## src/rtl/seg_pkg.sv

```systemverilog
// seg_pkg: seven-segment code table, blank code and digit-index width helper.
package seg_pkg;
  localparam logic [15:0][6:0] SEG_CODES = {
    7'h71, 7'h79, 7'h5E, 7'h39, 7'h7C, 7'h77, 7'h6F, 7'h7F,
    7'h07, 7'h7D, 7'h6D, 7'h66, 7'h4F, 7'h5B, 7'h06, 7'h3F
  };
  localparam logic [7:0] SEG_BLANK = 8'h00;
  function automatic int idx_w(input int n);
    return (n > 2) ? $clog2(n) : 1;
  endfunction
endpackage

```

## src/rtl/seg_hex_decode.sv

```systemverilog
// seg_hex_decode: hex nibble plus decimal point to {dp,g,f,e,d,c,b,a}.
module seg_hex_decode
  import seg_pkg::*;
(
  input  logic [3:0] nib,
  input  logic       dp,
  output logic [7:0] seg
);
  assign seg = {dp, SEG_CODES[nib]};
endmodule

```

## src/rtl/seg_scan_ctrl.sv

```systemverilog
// seg_scan_ctrl: multiplexed seven-segment scanner with tear-free data update.
// Define SEG_BLINK_EN to build the blink phase counter and honour blink_mask.
module seg_scan_ctrl
  import seg_pkg::*;
#(
  parameter int NUM_DIGITS   = 8,
  parameter int SCAN_DIV     = 100_000,
  parameter int BLINK_FRAMES = 250
) (
  input  logic                    clk,
  input  logic                    rst,
  input  logic                    enable,
  input  logic [4*NUM_DIGITS-1:0] digit_data,
  input  logic                    load,
  input  logic [NUM_DIGITS-1:0]   dp_mask,
  input  logic [NUM_DIGITS-1:0]   blank_mask,
  input  logic [NUM_DIGITS-1:0]   blink_mask,
  output logic [7:0]              seg_data,
  output logic [NUM_DIGITS-1:0]   seg_cs,
  output logic                    frame_done
);
  localparam int IW = idx_w(NUM_DIGITS);
  localparam int PW = $clog2(SCAN_DIV);
  logic [PW-1:0] pcnt;
  logic [IW-1:0] idx, idx_n;
  logic [IW+1:0] nib_lo;
  logic run, tick, wrap, pending, blink_off;
  logic [4*NUM_DIGITS-1:0] shadow, active, act_n;
  logic [7:0] code, seg_n;
  assign tick   = enable && pcnt == PW'(SCAN_DIV - 1);
  assign wrap   = tick && run && idx == IW'(NUM_DIGITS - 1);
  assign idx_n  = (!run || wrap) ? '0 : idx + 1'b1;
  assign act_n  = (wrap && pending) ? shadow : active;
  assign nib_lo = {idx_n, 2'b00};
  assign seg_n  = (blank_mask[idx_n] || blink_off) ? SEG_BLANK : code;
  seg_hex_decode u_dec (.nib(act_n[nib_lo +: 4]), .dp(dp_mask[idx_n]), .seg(code));
  // run marks that a digit has been selected, so the first tick lands on digit 0
  always_ff @(posedge clk or negedge rst) begin
    if (!rst) begin
      pcnt <= '0;
      idx <= '0;
      run <= 1'b0;
      seg_cs <= '0;
      seg_data <= SEG_BLANK;
      frame_done <= 1'b0;
    end else if (!enable) begin
      pcnt <= '0;
      idx <= '0;
      run <= 1'b0;
      seg_cs <= '0;
      seg_data <= SEG_BLANK;
      frame_done <= 1'b0;
    end else begin
      pcnt <= tick ? '0 : pcnt + 1'b1;
      frame_done <= wrap;
      if (tick) begin
        idx <= idx_n;
        run <= 1'b1;
        seg_cs <= NUM_DIGITS'(1) << idx_n;
        seg_data <= seg_n;
      end
    end
  end
  always_ff @(posedge clk or negedge rst) begin
    if (!rst) begin
      shadow <= '0;
      active <= '0;
      pending <= 1'b0;
    end else begin
      if (load) shadow <= digit_data;
      pending <= load | (pending & ~wrap);
      active <= act_n;
    end
  end
`ifdef SEG_BLINK_EN
  localparam int BW = $clog2(BLINK_FRAMES + 1);
  logic [BW-1:0] bcnt;
  logic phase, phase_n, blink_last;
  assign blink_last = wrap && bcnt == BW'(BLINK_FRAMES - 1);
  assign phase_n    = blink_last ? ~phase : phase;
  assign blink_off  = ~phase_n & blink_mask[idx_n];
  always_ff @(posedge clk or negedge rst) begin
    if (!rst) begin
      bcnt <= '0;
      phase <= 1'b1;
    end else if (!enable) begin
      bcnt <= '0;
      phase <= 1'b1;
    end else if (wrap) begin
      bcnt <= blink_last ? '0 : bcnt + 1'b1;
      phase <= phase_n;
    end
  end
`else
  logic unused_blink;
  assign blink_off    = 1'b0;
  assign unused_blink = (^blink_mask) ^ (BLINK_FRAMES > 0);
`endif
endmodule

```

## config.mk

```make
export PLATFORM = sky130hd
export DESIGN_NAME = seg_scan_ctrl
export DESIGN_NICKNAME = d
export VERILOG_FILES = /design/src/rtl/seg_pkg.sv /design/src/rtl/seg_hex_decode.sv /design/src/rtl/seg_scan_ctrl.sv
export SDC_FILE = /design/constraint.sdc
export NUM_CORES = 1
export LEC_CHECK = 0
export BUFFER_PORTS_ARGS = -buffer_cell sky130_fd_sc_hd__buf_2
export CORE_MARGIN = 4
export CORE_UTILIZATION = 55
export DETAILED_ROUTE_END_ITERATION = 8
export GPL_TIMING_DRIVEN = 0
export HOLD_SLACK_MARGIN = 0.15
export PLACE_DENSITY = 0.77
export SYNTH_ARGS = -nofsm -noshare
export SYNTH_HDL_FRONTEND = slang
export SYNTH_SLANG_ARGS = --single-unit
```

## constraint.sdc

```tcl
create_clock -name clk -period 8.8 [get_ports clk]
set_input_delay 0.88 -clock clk [delete_from_list [all_inputs] [get_ports clk]]
set_output_delay 0.88 -clock clk [all_outputs]
set_load 0.03 [all_outputs]
```

==> impl_metrics.yaml <==
outcome:
  status: "completed"
timing:
  setup_violations: 0
  slew_viol_final: 0
  rsz0062_at_grt: "no"
  relSlewSlack_pct: 48.58
  final-hold-violation-count: 0
  worstMarginPinSlew_ns: 0.7612
  clock_skew_ns: 0.01133
  fin_crit_ns: 4.082
  fmaxAchievable_ghz: 0.2450
  finalSetupTns_ns: 0
  min_period_over_period_pct: 46.38
critical_path:
  critPathCaptureType: "flip-flop"
  startpoint_type: "flip-flop"
  slowest_stage: "nor2b_1"
  cp.depth: 12
  cp_data_arrival_time_ns: 4.37
  critPathTopFamily: "simple AND/OR/NAND/NOR gates"
  reg2reg_from: "idx[0]"
  path_buf_inv: 2
  cp.required_ns: 9.09
  crit_path_end: "seg_data[0]"
  cp-startpoint: "idx[0]"
  cp_cell_sequence: "ha_1 -> clkbuf_1 -> nor2b_1 -> nand2_1 -> o211ai_1 -> o221a_2 -> o32ai_1 -> a221oi_2 -> inv_1 -> ha_1 -> or4b_1 -> o211ai_1"
  timing.rr.end: "seg_data[0]"
  reg2regPathDepth: 12
  r2r_slack_ns: 4.72
  crit_fanout: 10
  critPathMaxStageDelay_ns: 0.57
  timing_worst_setup_path_type: "reg -> reg"
logic_synthesis:
  synth.avg_cell_area_um2: 10.35
  postSynthCellCount: 494
  synth_fp_nets: 563
  synth_top_area_share_pct: 50.40
  synth_top_area_cell: "dfrtp_1"
  synthesis.area_mm2: 0.005114
  synth_most_common_cell: "dfrtp_1"
  synth.distinct_cells: 71
  yosysWarnings: 0
  ys_seq_elements: 103
  ys_async_sr_fraction_pct: 100.0
  synthTopCellsByArea: "dfrtp_1 (50%), mux2_2 (7.9%), nand2_1 (6.3%)"
  yosys_most_used_dff: "dfrtp_1"
  synth_edf_count: 0
  synth.top_cells.by_count: "dfrtp_1 (103), nand2_1 (86), mux2_2 (36), nor2_1 (35), o21ai_0 (23)"
  synth_seq_area_share_pct: 50.40
layout:
  nNetsFinal: 641
  area_growth_pct: 13.19
  final_cell_area_mm2: 0.005788
  nFillCells: 742
  n_antenna_cell: 0
  drive_above_1_share_pct: 24.65
  final_core_util_pct: 65.10
clock_tree:
  ctsRootBufferMaster: "clkbuf_8"
  numCtsBuffers: 9
  cts.sinks: 103
  clock_path_buffers: 2
  postCtsSetupBuffers: 0
  clkTransAtPathRegs_ns: 0.10
  ctsHoldBuffers: 0
  ctsResizeCount: 0
  htree_num_levels: 3
  insertion_delay_ns: 0.38
  cts_tree: "yes"
power:
  leakagePower_nw: 2.747
  peakVddDrop_v: 0.00009210
  p_switching_uw: 206.3
  power.internal_uw: 619.9
  p_per_area_mw_per_mm2: 142.7
  seqPwrFrac_pct: 60.4
  finalPower_uw: 826.2
  pwr-share-comb_pct: 5.8
  p_sw_share_pct: 24.97
  p_clk_share_pct: 33.7
floorplan:
  coreArea_mm2: 0.008891
  start_util_pct: 57.51
  dieWidth_um: 104.4
  fp.dieH_um: 104.4
  rows: 34
  die-area_mm2: 0.01090
  io_pins: 77
place:
  dp_hpwl_mm: 8.843
  gp_congestion: 0.8628
  placed_area_mm2: 0.005609
  io_buffers: 66
detailed_routing:
  vias: 4080
  drt_iter0_drc: 322
  drtPass1Iterations: 5
  ant_nets: 0
  route.detailed.drc: 0
  wl_per_cell_um: 17.35
  wirelength_mm: 11.87
  vias_per_cell: 5.965
global_route:
  grt_pass1_wl_mm: 20.26
  grt-ovfl-total: 0
  grt_max_degree: 68
  antenna_found_initial: 0
  grt_pass1_vias: 4201
  track_usage_pct: 22.74
job:
  cap_violations: 0
worst_hold_path:
  hp-class: "in -> async"
worst reg2reg max path: stages (launching register included):
cell and delay [ns]:
dfrtp_1 0.51, ha_1 0.36, clkbuf_1 0.44, nor2b_1 0.57, nand2_1 0.14, o211ai_1 0.11
o221a_2 0.23, o32ai_1 0.08, a221oi_2 0.50, inv_1 0.21, ha_1 0.24, or4b_1 0.51
o211ai_1 0.10
cells in the final DEF (no fill, tap or decap), types with 11 or more instances in the layout:
cell / n
o21ai_0: 23
nor2_1: 35
buf_2: 69
mux2_2: 36
clkbuf_1: 16
xor2_1: 11
inv_1: 13
nand2_1: 86
dfrtp_1: 103
a21oi_1: 20
flip-flops by register name (all words and copies together), names as in the netlist:
signal and flops:
idx 3, active 32, pending 1, pcnt 17
run 1, seg_cs 8, shadow 32, frame_done 1
seg_data 8
worst min-delay path by stage:
stage | endpoint | slack, ns | start
after CTS | pcnt[11] | 0.47 | rst
after detailed placement | active[10] | 0.45 | active[10]
after floorplan | active[25] | 0.43 | active[25]
final | pcnt[11] | 0.45 | rst
after global routing | pcnt[11] | 0.49 | rst
after global placement | active[21] | 0.45 | active[21]
metal layers:
layer | track usage, % | wire [um] | part of all wire [%] | up-vias
li1 | - | - | - | 1896
met1 | 29.82 | 5067 | 43 | 2015
met2 | 37.55 | 5798 | 49 | 142
met3 | 4.904 | 754 | 6.4 | 27
met4 | 7.597 | 249 | 2.1 | 0
met5 | 0 | 0 | 0 | -
through the flow:
stage | hold slack (ns) | worst slack (ns) | cells
floorplan | 0.4305 | 5.352 | 494
global route | 0.4874 | 4.606 | 684
CTS | 0.4678 | 4.823 | 684
finish | 0.4545 | 4.718 | 684
detailed placement | 0.4502 | 4.686 | 669
global placement | 0.4475 | 4.755 | 668
power by group through the flow:
stage               combinational (mW)  sequential, mW  clock [mW]
floorplan                       0.0234           0.504           0
global placement                0.0459           0.508           0
detailed placement              0.0495           0.509           0
CTS                             0.0496           0.499       0.286
global route                    0.0549           0.501       0.303
finish                          0.0482           0.499       0.279
final cells by class:
class	instances	area, um2	share of cell area, %
Timing Repair Buffer	67	360.3	6.226
Multi-Input combinational cell	349	2338	40.40
Sequential cell	103	2577	44.53
Inverter	14	52.55	0.9079
Clock buffer	9	123.9	2.140
Tap cell	108	135.1	2.335
Buffer	28	145.1	2.508
Clock inverter	6	55.05	0.9511
cell families (layout without fill, tap and decap cells):
logic type                 Yosys count  in the layout  synth area share, %
xor gates and xnor gates            14             14                2.398
buffers and inverters               42            124                3.866
DFF                                103            103                50.40
adders and majority gates            9              9                2.202
and+or+nand+nor                    183            183                17.59
muxes                               49             49                10.77
AOI/OAI and AO/OA                   94             94                12.77
No activity file was read; power rests on OpenSTA's default activity.
